### src/rtl/brmask_ctrl.sv
// Branch-tag allocator and mispredict recovery sequencer for decode.
// Hands out one-hot tags, tracks per-tag dependency masks, and squashes younger tags on a mispredict.
module brmask_ctrl #(
   parameter int WIDTH_BRM   = 3,
   parameter int RECOVER_CYC = 2
) (
   input  logic                 clk,
   input  logic                 rst,
   input  logic                 i_valid,
   input  logic                 i_is_br,
   output logic                 o_ready,
   output logic                 o_en_j,
   output logic [WIDTH_BRM-1:0] o_brtag,
   output logic [WIDTH_BRM-1:0] o_brmask,
   input  logic                 i_res_valid,
   input  logic [WIDTH_BRM-1:0] i_res_tag,
   input  logic                 i_mispred,
   output logic                 o_kill,
   output logic [WIDTH_BRM-1:0] o_kill_mask,
   output logic [WIDTH_BRM-1:0] o_free
);

   localparam int CNT_W = (RECOVER_CYC > 1) ? $clog2(RECOVER_CYC) : 1;

   typedef enum logic {RUN, RECOVER} state_t;

   state_t               state;
   state_t               state_nxt;
   logic [CNT_W-1:0]     cnt;
   logic [CNT_W-1:0]     cnt_nxt;

   logic [WIDTH_BRM-1:0] inflight;
   logic [WIDTH_BRM-1:0] dep [WIDTH_BRM];

   logic                 res_hit;
   logic                 correct;
   logic                 mispred_now;
   logic [WIDTH_BRM-1:0] resolved;
   logic [WIDTH_BRM-1:0] eff;
   logic [WIDTH_BRM-1:0] kill;
   logic [WIDTH_BRM-1:0] free;
   logic [WIDTH_BRM-1:0] chosen;
   logic                 full;
   logic                 ready;
   logic                 alloc;
   logic [WIDTH_BRM-1:0] alloc_tag;

   // Resolution decode: a resolve of a tag that is not in flight is ignored entirely.
   always_comb begin
      res_hit     = i_res_valid && ((i_res_tag & inflight) != '0);
      correct     = res_hit && !i_mispred;
      mispred_now = res_hit && i_mispred;
      resolved    = correct ? i_res_tag : '0;
      eff         = inflight & ~resolved;
      full        = &inflight;
      // Lowest free bit; a tag freed this cycle is still marked busy here.
      free        = ~inflight;
      chosen      = free & (~free + WIDTH_BRM'(1));
   end

   // Squash set: the mispredicted tag plus every in-flight tag that depends on it.
   always_comb begin
      kill = '0;
      if (mispred_now) begin
         kill = i_res_tag;
         for (int u = 0; u < WIDTH_BRM; u++) begin
            if ((dep[u] & i_res_tag) != '0) kill[u] = 1'b1;
         end
         kill = kill & inflight;
      end
   end

   always_ff @(posedge clk) begin
      if (rst) begin
         state <= RUN;
         cnt   <= '0;
      end else begin
         state <= state_nxt;
         cnt   <= cnt_nxt;
      end
   end

   always_comb begin
      state_nxt = state;
      cnt_nxt   = cnt;
      case (state)
         RUN: begin
            if (mispred_now) begin
               state_nxt = RECOVER;
               cnt_nxt   = CNT_W'(RECOVER_CYC - 1);
            end
         end
         RECOVER: begin
            if (mispred_now) begin
               cnt_nxt = CNT_W'(RECOVER_CYC - 1);
            end else if (cnt == '0) begin
               state_nxt = RUN;
            end else begin
               cnt_nxt = cnt - CNT_W'(1);
            end
         end
         default: begin
            state_nxt = RUN;
            cnt_nxt   = '0;
         end
      endcase
   end

   always_comb begin
      ready     = (state == RUN) && !(i_valid && i_is_br && full) && !mispred_now;
      alloc     = i_valid && i_is_br && ready;
      alloc_tag = alloc ? chosen : '0;
   end

   assign o_ready     = ready;
   assign o_en_j      = alloc;
   assign o_brtag     = alloc_tag;
   assign o_brmask    = (ready && i_valid) ? eff : '0;
   assign o_kill      = mispred_now;
   assign o_kill_mask = kill;
   assign o_free      = correct ? i_res_tag : kill;

   // Tag state update: retire resolved/killed tags, then record the new allocation.
   always_ff @(posedge clk) begin
      if (rst) begin
         inflight <= '0;
         for (int u = 0; u < WIDTH_BRM; u++) dep[u] <= '0;
      end else begin
         inflight <= (inflight & ~resolved & ~kill) | alloc_tag;
         for (int u = 0; u < WIDTH_BRM; u++) begin
            if (alloc_tag[u]) dep[u] <= eff;
            else              dep[u] <= dep[u] & ~resolved & ~kill;
         end
      end
   end

endmodule

### config.mk
export PLATFORM = sky130hd
export DESIGN_NAME = brmask_ctrl
export DESIGN_NICKNAME = d
export VERILOG_FILES = /design/src/rtl/brmask_ctrl.sv
export SDC_FILE = /design/constraint.sdc
export NUM_CORES = 1
export LEC_CHECK = 0
export CELL_PAD_IN_SITES_DETAIL_PLACEMENT = 1
export CELL_PAD_IN_SITES_GLOBAL_PLACEMENT = 2
export CORE_UTILIZATION = 23
export CTS_CLUSTER_DIAMETER = 100
export DETAILED_ROUTE_END_ITERATION = 6
export PLACE_DENSITY = 0.78
export RECOVER_POWER = 100
export SLEW_MARGIN = 20
export SYNTH_ARGS = -nofsm -noshare
export SYNTH_HDL_FRONTEND = slang
export SYNTH_SLANG_ARGS = --single-unit
### constraint.sdc
create_clock -name clk -period 2.1 [get_ports clk]
set_clock_uncertainty 0.15 [all_clocks]
set_input_delay 0.42 -clock clk [delete_from_list [all_inputs] [get_ports clk]]
set_output_delay 0.42 -clock clk [all_outputs]
set_load 0.1 [all_outputs]
==> impl_metrics.py <==
metrics = {
    "run_status": {
        "status": "finished with violations",
        "violations": "setup timing",
    },
    "timing": {
        "finalCritPeriodShare": 1.23,
        "tightest_slew_ns": 0.519,
        "setup_tns_ns": -5.17,
        "max_freq_ghz": 0.388,
        "period_needed_ns": 2.58,
        "setup_viol": 18,
        "fin_ws_ns": -0.476,
        "maxSlewViolCount": 0,
        "slew_headroom": 0.654,
        "hold_viol": 0,
        "rsz0062_at_grt": "yes",
    },
    "clocking": {
        "cts_sinks": 11,
        "root_buffer": "clkbuf_4",
        "numCtsBuffers": 3,
        "path_clk_slew_ns": 0.08,
        "insertion_delay_ns": 0.28,
        "htree_num_levels": 1,
        "clk_path_buf_depth": 2,
        "cts_tree": "built",
    },
    "logic_synthesis": {
        "synth_cell_types": 37,
        "synth_top_area_share": 0.238,
        "seq_area_frac_synth": 0.370,
        "ys_warn_count": 0,
        "syn_inst": 87,
        "synthesis.area_um2": 758,
        "synth_area_leaders": "edfxtp_1 (24%), dfxtp_1 (13%), nand3b_1 (5.0%), a21oi_1 (4.6%), nand2_1 (4.0%)",
        "synth_top_cell_by_area": "edfxtp_1",
        "synth_edf_count": 6,
        "async_reset_ff_frac": 0,
        "avgSynthCellArea_um2": 8.72,
        "synthFlopType": "edfxtp_1",
        "ys_ff_latch": 11,
    },
    "layout": {
        "drive_gt1_frac": 0.688,
        "syn_to_final_growth_pct": 143,
        "num-fill-cells": 332,
        "fin_nets": 170,
        "utilization": 0.598,
        "diodes": 0,
    },
    "placed_design": {
        "gp_congestion": 0.912,
        "dp_hpwl_um": 2370,
        "io_buffer_count": 23,
        "post-place-ws_ns": -0.736,
    },
    "setup_path": {
        "cpPeakStageDelay_ns": 0.55,
        "r2r_setup_slack_ns": -0.05,
        "cp_data_arrival_time_ns": 2.01,
        "cp_slowest_cell": "or4b_4",
        "path_cells": "a222oi_1 > buf_4 > nor2_4 > or4b_4 > nor2_4 > buf_12",
        "reg2reg_from": "inflight[1]",
        "cp.depth": 6,
        "startpoint_type": "register",
        "worstPathRequired_ns": 1.53,
        "crit_end": "o_brmask[0]",
        "crit_path_end_kind": "output port",
        "startpoint": "inflight[1]",
        "cp_top_family": "simple AND/OR/NAND/NOR gates",
        "cp.buffers_inverters": 2,
        "rr_endpoint": "dep[2][1]",
        "worst_r2r_path_depth": 9,
        "timing.critical_path.fanout_max": 3,
        "crit_top_cell": "nor2_4",
        "crit_type": "register to output port",
    },
    "route": {
        "vias_per_cell": 4.97,
        "firstDrtPassIters": 4,
        "highest_layer": "met4",
        "drt_iter0_markers": 50,
        "wl_met1_um": 1640,
        "remaining_drc_errors": 0,
        "vias": 1013,
        "detail-route-antenna-nets": 0,
        "wl_um": 3830,
        "wire_per_inst_um": 18.8,
        "route.met3.wl_um": 120,
        "met2_length_um": 1950,
    },
    "power_and_ir_drop": {
        "vdd_drop_max_mv": 0.244,
        "leakagePower_nw": 0.712,
        "power_density_nw_per_um2": 354,
    },
    "floorplanning": {
        "io_pins": 24,
        "fp.dieW_um": 59.4,
        "fp.dieArea_um2": 3530,
        "fp-row-count": 20,
        "core_area_um2": 3080,
        "die_height_um": 59.4,
        "initial_core_util": 0.246,
    },
    "global_route": {
        "grt_util_all_layers": 0.228,
        "grt_start_max_net_pins": 9,
        "grt_pass1_wl_um": 5820,
        "antenna_found_initial": 0,
        "grt_pass1_vias": 1094,
        "grt.overflow.total": 0,
    },
    "hold_path": {
        "hold_class": "register to register",
    },
    "flow_run": {
        "max_cap_viol_count": 0,
    },
}
-- what timing repair did --
action | CTS | global route
pin swaps | 11 | 11
resized for setup | 35 | 24
hold buffers | 0 | 0
setup buffers | 18 | 7
endpoints found under the setup margin | 23 | 21
-- final cells by class --
type	instances	area [µm²]	area share
inverters	7	41.3	0.0224
well taps	44	55.1	0.0299
flip-flops and latches	11	284	0.154
multi-input cells	70	661	0.359
clock buffers	4	26.3	0.0143
repair buffers	68	773	0.420
-- state kept, by name (all words and copies together) (netlist names) --
name      cells
dep           6
inflight      3
cnt           1
state         1
-- placed cells by master (no fill, tap or decap), types with 2 or more instances in the layout --
cell type      count
nand2_2            2
nor4b_4            3
dlygate4sd2_1      4
a21oi_1            4
a21oi_2            3
buf_6             13
nand3b_1           5
buf_4             30
nor2_4             4
nand2_1            6
dfxtp_1            2
edfxtp_1           6
nor2_1             3
nor3_4             2
dfxtp_2            3
clkbuf_4           3
a221oi_1           2
buf_12            15
nor2_2             2
inv_2              2
clkinvlp_4         4
or2_4              2
conb_1             6
buf_8              2
or4b_4             2
-- where the power goes --
group | internal [mW] | leakage (nW) | switching, mW | total, mW
clock | 0.0738 | 0.0150 | 0.0832 | 0.157
combinational | 0.110 | 0.594 | 0.139 | 0.249
sequential | 0.238 | 0.103 | 0.00758 | 0.246
total | 0.422 | 0.712 | 0.229 | 0.651
-- Yosys cell counts, types with 2 or more instances --
library cell	instances
a21oi_1	7
a221oi_1	2
a31o_2	2
clkbuf_1	2
dfxtp_1	5
edfxtp_1	6
inv_1	7
mux2i_1	2
nand2_1	8
nand3_1	2
nand3b_1	5
nor2_1	8
nor3_1	3
nor4b_1	3
o22ai_1	2
or2_0	2
-- stage by stage --
step                instance area, µm²  hold WS, ns  instances  power [mW]
floorplan                          936        0.307         92       0.365
global route                      1840        0.385        204       0.676
detailed placement                1510        0.348        180       0.453
finish                            1840        0.359        204       0.651
global placement                  1510        0.311        180       0.447
CTS                               1720        0.360        199       0.625
-- kinds of logic after synthesis --
family          share of synthesized area
simple gates                        0.325
compound gates                      0.190
flops                               0.370
buf+inv                            0.0693
mux                                0.0413
other cells                       0.00495
-- tightest hold or removal path: cells and delay by family, from the launching register on --
family | cells | cell delay, ns
AOI/OAI and AO/OA | 1 | 0.06
DFF | 1 | 0.34
and+or+nand+nor | 1 | 0.07
-- routing by layer --
layer,vias up,global-route usage
met5,-,0
met4,0,0.0850
met3,10,0.0349
met2,32,0.398
met1,506,0.279
li1,465,-
-- worst min-delay path by stage --
stage | from | end | slack [ns] | cells after the start
global route | cnt | cnt | 0.39 | 2
finish | cnt | cnt | 0.36 | 2
detailed placement | cnt | cnt | 0.35 | 2
CTS | cnt | cnt | 0.36 | 2
global placement | cnt | state | 0.31 | 2
floorplan | cnt | cnt | 0.31 | 2
(Power assumes the default switching activity.)
